`config.mk`:
```
export PLATFORM = sky130hd
export DESIGN_NAME = pwm_capture
export DESIGN_NICKNAME = d
export VERILOG_FILES = /design/src/rtl/pwm_capture.sv
export SDC_FILE = /design/constraint.sdc
export NUM_CORES = 1
export LEC_CHECK = 0
export CAP_MARGIN = 20
export CORE_MARGIN = 2
export CORE_UTILIZATION = 30
export CTS_BUF_LIST = sky130_fd_sc_hd__clkbuf_2
export DETAILED_ROUTE_END_ITERATION = 12
export GPL_ROUTABILITY_DRIVEN = 0
export PLACE_DENSITY = 0.44
export SETUP_SLACK_MARGIN = 0.1
export SLEW_MARGIN = 20
export SYNTH_ARGS = -nofsm -noshare
export SYNTH_HDL_FRONTEND = slang
export SYNTH_SLANG_ARGS = --single-unit
export TNS_END_PERCENT = 30
```
`constraint.sdc`:
```
create_clock -name i_fclk -period 2.6 [get_ports i_fclk]
set_input_delay 0.26 -clock i_fclk [delete_from_list [all_inputs] [get_ports i_fclk]]
set_output_delay 0.26 -clock i_fclk [all_outputs]
set_load 0.005 [all_outputs]
```
`src/rtl/pwm_capture.sv`:
```
// PWM capture: measures period and high time of an asynchronous PWM input and
// converts them to an 8-bit duty code; flags stuck inputs via a rise timeout.
`timescale 1ns/1ps
module pwm_capture #(
  parameter int CLOCK_FREQUENCY    = 100_000_000,
  parameter int EXPECTED_FREQUENCY = 2_000,
  parameter int TIMEOUT_CYCLES     = 4 * CLOCK_FREQUENCY / EXPECTED_FREQUENCY,
  parameter int COUNT_WIDTH        = 20
) (
  input  logic                   i_fclk,
  input  logic                   i_reset_n,
  input  logic                   i_enable,
  input  logic                   i_pwm_in,
  output logic [COUNT_WIDTH-1:0] o_period_count,
  output logic [COUNT_WIDTH-1:0] o_high_count,
  output logic [7:0]             o_width,
  output logic                   o_valid,
  output logic                   o_stuck,
  output logic                   o_overrun
);

  typedef enum logic [1:0] {IDLE, WAIT_RISE, MEASURE} state_t;

  localparam logic [COUNT_WIDTH-1:0] TO_LAST = COUNT_WIDTH'(TIMEOUT_CYCLES - 1);
  localparam logic [COUNT_WIDTH-1:0] CNT_ONE = COUNT_WIDTH'(1);

  state_t state, state_next;

  logic sync_a, sync_b, hist;
  logic rise, level;

  logic [COUNT_WIDTH-1:0] period_cnt, high_cnt, to_cnt;
  logic capture, timeout_hit;

  logic                   div_busy, div_sat;
  logic [3:0]             div_step;
  logic [COUNT_WIDTH-1:0] div_rem, div_period, div_high, rem_next;
  logic [7:0]             div_quot;
  logic [COUNT_WIDTH:0]   rem_shift;
  logic                   rem_fits;

  always_ff @(posedge i_fclk or negedge i_reset_n) begin
    if (!i_reset_n) begin
      sync_a <= 1'b0;
      sync_b <= 1'b0;
      hist   <= 1'b0;
    end else begin
      sync_a <= i_pwm_in;
      sync_b <= sync_a;
      hist   <= sync_b;
    end
  end

  assign rise  = sync_b & ~hist;
  assign level = sync_b;

  always_ff @(posedge i_fclk or negedge i_reset_n) begin
    if (!i_reset_n) state <= IDLE;
    else            state <= state_next;
  end

  // A rise in the same cycle as the timeout takes priority over the timeout.
  always_comb begin
    state_next  = state;
    capture     = 1'b0;
    timeout_hit = 1'b0;
    if (!i_enable) begin
      state_next = IDLE;
    end else begin
      case (state)
        IDLE: state_next = WAIT_RISE;
        WAIT_RISE: begin
          if (rise)                     state_next = MEASURE;
          else if (to_cnt == TO_LAST)   timeout_hit = 1'b1;
        end
        MEASURE: begin
          if (rise) begin
            capture = 1'b1;
          end else if (to_cnt == TO_LAST) begin
            timeout_hit = 1'b1;
            state_next  = WAIT_RISE;
          end
        end
        default: state_next = IDLE;
      endcase
    end
  end

  always_ff @(posedge i_fclk or negedge i_reset_n) begin
    if (!i_reset_n) begin
      period_cnt <= '0;
      high_cnt   <= '0;
      to_cnt     <= '0;
    end else if (state == IDLE) begin
      period_cnt <= '0;
      high_cnt   <= '0;
      to_cnt     <= '0;
    end else if (rise) begin
      period_cnt <= CNT_ONE;
      high_cnt   <= CNT_ONE;
      to_cnt     <= '0;
    end else begin
      to_cnt <= timeout_hit ? '0 : to_cnt + CNT_ONE;
      if (state == MEASURE) begin
        if (period_cnt != '1)          period_cnt <= period_cnt + CNT_ONE;
        if (level && high_cnt != '1)   high_cnt   <= high_cnt + CNT_ONE;
      end
    end
  end

  // Remainder is kept below the divisor, so one extra bit covers the shift.
  always_comb begin
    rem_shift = {div_rem, 1'b0};
    rem_fits  = rem_shift >= {1'b0, div_period};
    rem_next  = rem_fits ? COUNT_WIDTH'(rem_shift - {1'b0, div_period})
                         : rem_shift[COUNT_WIDTH-1:0];
  end

  always_ff @(posedge i_fclk or negedge i_reset_n) begin
    if (!i_reset_n) begin
      div_busy       <= 1'b0;
      div_sat        <= 1'b0;
      div_step       <= '0;
      div_rem        <= '0;
      div_quot       <= '0;
      div_period     <= '0;
      div_high       <= '0;
      o_period_count <= '0;
      o_high_count   <= '0;
      o_width        <= '0;
      o_valid        <= 1'b0;
      o_stuck        <= 1'b0;
      o_overrun      <= 1'b0;
    end else begin
      o_valid <= 1'b0;
      if (!i_enable) begin
        div_busy  <= 1'b0;
        o_stuck   <= 1'b0;
        o_overrun <= 1'b0;
      end else if (timeout_hit) begin
        div_busy       <= 1'b0;
        o_stuck        <= 1'b1;
        o_width        <= level ? 8'hFF : 8'h00;
        o_period_count <= '0;
        o_high_count   <= '0;
        o_valid        <= 1'b1;
      end else begin
        if (div_busy) begin
          if (div_sat || div_step == 4'd8) begin
            div_busy       <= 1'b0;
            o_width        <= div_sat ? 8'hFF : div_quot;
            o_period_count <= div_period;
            o_high_count   <= div_high;
            o_valid        <= 1'b1;
            o_stuck        <= 1'b0;
          end else begin
            div_rem  <= rem_next;
            div_quot <= {div_quot[6:0], rem_fits};
            div_step <= div_step + 4'd1;
          end
        end
        if (capture) begin
          if (div_busy) begin
            o_overrun <= 1'b1;
          end else begin
            div_busy   <= 1'b1;
            div_sat    <= high_cnt >= period_cnt;
            div_step   <= '0;
            div_rem    <= high_cnt;
            div_quot   <= '0;
            div_period <= period_cnt;
            div_high   <= high_cnt;
          end
        end
      end
    end
  end

endmodule

```
After elaboration in Yosys (flattened, before gate mapping)
Cells that the tools add are included.

word-level totals
  register bits after elaboration = 190
  word-level logic and storage cells = 127
  input bits = 4
  output and inout bits = 51

cells by class
  order comparisons = 2
  add/subtract/negate cells = 5
  eq/ne operators = 14
  reductions and logical operators = 17
  multiplexer cells = 65
  bitwise gates (word level) = 4

operator list
  operator                 count
  $mux W20                 22
  $mux W8                  9
  $add A20 B1 Y20 const B  3
  $ne A20 B20 Y1 const B   2
  $mux W1                  25
  $ge A21 B20 Y1           1
  $eq A20 B18 Y1 const B   1
  $ge A20 B20 Y1           1
  $sub A20 B20 Y20         1
  $mux W4                  4
  $ne A3 B3 Y1 const B     3
  $reduce_and A3 Y1        3
  $reduce_bool A3 Y1       3
  $mux W2                  4
  $reduce_and A2 Y1        4
  $ne A3 B1 Y1 const B     2
  $pmux W2 S3              1
  $add A4 B1 Y4 const B    1
  $eq A4 B4 Y1 const B     1
  $ne A2 B1 Y1 const B     2
  $reduce_and A4 Y1        1
  $reduce_bool A2 Y1       2
  $not A1 Y1               3
  $eq A2 B1 Y1 const B     1
  7 further kinds          7

Depth between registers and ports, before layout
  word-level depth = 8
  mapped depth = 11
  gate-level depth less buffers = 10

Worst setup path before layout
OpenSTA, ideal clock, no wires.

  path type = register to register
  start point = register div_rem[13]
  end point = register div_rem[2]
  slack = 0.357 ns
  period minus slack after synthesis = 2.243 ns
  arrival time = 2.120 ns
  buffers on the path = 2
  stages on the path, launching flop included = 11
  library setup time = 0.123 ns
  path through = dfrtp_1 -> ha_1 -> clkbuf_2 -> o21a_1 -> a2bb2oi_1 -> a41oi_1 -> o21a_1 -> a21oi_2 -> buf_2 -> mux2i_1 -> a21oi_1

on the way
  cells in the longest elaborated chain, start to end = 6

RTL lines
  what                      RTL line  RTL
  start: declaration        37        logic [COUNT_WIDTH-1:0] div_rem, div_period, div_high, rem_next;
  start signal: assignment  157       div_rem <= rem_next;
  start signal: assignment  169       div_rem <= high_cnt;
  $ge A21 B20 Y1 (*)        114       rem_fits = rem_shift >= {1'b0, div_period};
  $mux W20 (*)              115       rem_next = rem_fits ? COUNT_WIDTH'(rem_shift - {1'b0, div_period})
  $mux W20 (*)              149       if (div_sat || div_step == 4'd8) begin
  $mux W20 (*)              148       if (div_busy) begin
  $mux W20                  163       if (div_busy) begin
  $mux W20 (*)              162       if (capture) begin

Every way passes the cells marked *; elsewhere a longest branch is shown, timed or not.
A chain may end at the register's enable or synchronous reset.

Worst setup path after layout
  start point = register div_rem[8]
  end point = register div_rem[1]

Same word-level chain as after synthesis.

==> results list <==
* Asr flop ratio synth: 1.00
- Setup violations remaining at the end of the flow were counted as 0.
- Post-Synthesis Cells: 973
* Drt pass-1 iters: 5
- Data on the critical path arrives at its endpoint at 3.18 ns.
- The commonest cells after synthesis are 190 x dfrtp_1, 93 x nor2_1, 70 x nand2_1.
* Overall die area: 34200 um2
* Clock tree from TritonCTS: done
- After detailed routing, the average wire length per cell comes to 17.5 um.
- The number of nets handed over by synthesis was 1027.
- Power density cells: 970 nW/um2
- Sorting the synthesized cells by area gives the leading types as dfrtp_1 48%, ha_1 6.2%, a22o_1 3.7%.
- The critical path is of the reg2reg type.
- Tightest Pin Transition: 0.846 ns
- For the worst-skew pair, the clock arrives at the later sink with an insertion delay of 0.82 ns.
- Counting flops with a built-in enable in the synthesized netlist gives 0.
- Total of buffers placed on input and output ports: 54
- In the routed design, unresolved DRC markers number 0.
* Via total after detailed routing: 7637
- The most common cell in the synthesized netlist is dfrtp_1.
- Leakage power summed over all cells: 5.31 nW
- Max-cap violations in this run came to 0.
- Fin Setup TNS: 0 ns
- Area fraction of the dominant cell type after synthesis: 0.484
* Largest voltage drop on the vdd net: 382 uV
* Final net count: 1156
- For this run, the total global-route usage over all layers was measured as 0.166.
- The via count of the first global-routing pass was 7706.
* Type of element capturing the critical path: flop
- After detailed routing, the total wire length is 27.3 mm.
- Starting density of the core: 0.304
- Average vias per placed instance: 4.90
- Chip height: 185 um
- Largest fanout on the critical path: 7
- Crit path largest cell delay: 0.51 ns
- Synth Register Bits: 190
* Half-perimeter wire length of the detailed placement result: 19.3 mm
- Worst Clk Skew: 0.0487 ns
* Status: finished clean
- Overall power: 11.7 mW
- Worst slew margin relative to its limit: 0.435
* Post-DRT Antenna Nets: 0
* Number of synthesis warnings: 0
* Clock transition time at the flip-flop clock pins of the worst setup and hold paths: 0.29 ns
- Share of the clock period used by the worst path: 0.929
* Initial drt markers: 435
* Cell area after synthesis: 9830 um2
* CTS Sinks: 190
- Ports placed on the boundary: 55
- Number of levels in the clock H-tree: 4
- The share of the Yosys chip area taken by registers is 0.484.
- Hold is met by 0.258 ns.
* Slew Viols, Final: 0
- Pin count of the biggest net entering global routing: 61
- Area after detailed placement: 11300 um2
* Number of buffers created by CTS: 17
- CP Launch Type: flop
* Cell type contributing the most total cell area after synthesis: dfrtp_1
- For this design, the slowest cell found on the critical path is dfrtp_1.
- The initial antenna violation count came to 1.
* Leading register cell type out of synthesis: dfrtp_1
- The final count of hold timing violations came to 0.
- Global routing finished with a remaining overflow of 0.
- Fmax: 414 MHz
- First-pass GRT wire length: 43.6 mm
- Setup repair after global routing could not meet its margin everywhere.
- Required time at the endpoint of the critical path: 3.37 ns
- Type of the tightest min-delay check: in2reg
* End-of-flow core utilization: 0.374
- From synthesis to final layout, the design area changed by 23.1%.
- Summing all non-filler instances in the final layout gives an area of 12100 um2.
- Number of buffers between clock root and the deepest sink: 2
* Sequence of cells on the critical path: ha_1 -> o21ai_0 -> nor2_1 -> nand3_1 -> o21a_1 -> a21oi_2 -> buf_6 -> buf_12 -> mux2_2 -> a21oi_1
- The average instance in the mapped netlist occupies 10.1 um2.
* Fraction of layout instances using a drive strength above 1: 0.172
- Die Wd: 185 um
- Final worst path period need: 2.41 ns
- Clock tree root buffer cell: clkbuf_2
* Core footprint: 32400 um2
- The initialized floorplan defines 66 standard-cell rows.
* Unique cell type count in the Yosys netlist: 64
-- worst paths after layout --
kind / from / end / slack [ns] / cells after the start
setup / recovery: div_rem[8] / div_rem[1] / 0.19 / 10
hold / removal: i_enable / div_step[2] / 0.26 / 4
min in group asynchronous: i_reset_n / div_high[2] / 0.41 / 3
setup reg to reg: div_rem[8] / div_rem[1] / 0.19 / 10
max in group asynchronous: i_reset_n / o_high_count[5] / 1.62 / 4
hold reg to reg: sync_a / level / 0.41 / 0
-- where the power goes --
group	internal, mW	switching, mW	total (mW)
Sequential	3.54	0.497	4.04
Combinational	3.08	2.98	6.06
Clock	0.484	1.16	1.64
Total	7.10	4.63	11.7
-- layout make-up --
cell class	instances	area (um2)
fill	3335	20300
multi-input combinational	684	4880
sequential	190	4760
timing repair buffer	152	1420
tap	442	553
inverter	57	214
clock inverter	15	179
clock buffer	17	85.1
antenna	1	2.50
-- sequential cells by signal (all words and copies together) (netlist names), 2 cells and up --
| register | cells |
|---|---|
| div_high | 20 |
| div_period | 20 |
| div_rem | 20 |
| high_cnt | 20 |
| o_high_count | 20 |
| o_period_count | 20 |
| period_cnt | 20 |
| to_cnt | 20 |
| div_quot | 8 |
| o_width | 8 |
| div_step | 4 |
| state | 2 |
-- kinds of logic after synthesis --
family / Yosys count / synth area share
AND/OR/NAND/NOR: 295 / 0.148
AO/OA/AOI/OAI: 236 / 0.160
flip-flops: 190 / 0.484
buffers and inverters: 99 / 0.0442
XOR/XNOR: 65 / 0.0579
adder cells (fa/ha/maj): 50 / 0.0644
multiplexers: 38 / 0.0424
-- stage by stage --
step,instances,worst slack [ns]
5_1_grt,1558,0.0881
2_1_floorplan,973,0.357
4_1_cts,1542,0.0975
6_report,1558,0.185
3_3_place_gp,1495,0.0549
3_5_place_dp,1495,0.0328
-- routing by layer --
layer | part of all wire | vias up | track usage | wire length, um
li1 | - | 3722 | - | -
met1 | 0.51 | 3791 | 0.240 | 14000
met2 | 0.45 | 105 | 0.257 | 12300
met3 | 0.023 | 19 | 0.0262 | 614
met4 | 0.011 | 0 | 0.0416 | 311
met5 | 0 | - | 0 | 0
-- layout by cell type, fill, tap and decap left out, types with 36 or more instances in the layout --
cell type	netlist	routed
dfrtp_1	190	188
nor2_1	93	91
o21ai_0	55	53
nand2_1	70	70
xnor2_1	36	36
buf_4	1	85
a21oi_1	53	49
a22o_1	41	41
clkdlybuf4s50_1	0	53
inv_1	56	56
ha_1	49	37
-- worst max-delay path: cells and delay by family, from the launching register on --
family / cells / cell delay [ns]
AO/OA/AOI/OAI: 4 / 0.65
flip-flops: 1 / 0.51
AND/OR/NAND/NOR: 2 / 0.33
multiplexers: 1 / 0.32
buffers and inverters: 2 / 0.24
adder cells (fa/ha/maj): 1 / 0.34
-- what timing repair did --
action                                  in CTS  in global routing
hold buffers                                 4                  0
gates cloned                                 0                  1
resized for setup                           11                 34
buffers inserted                            11                 13
hold endpoints to repair                   191                  0
pin swaps                                    2                 14
endpoints found under the setup margin       5                 33
Power figures use the tool's default switching activity.
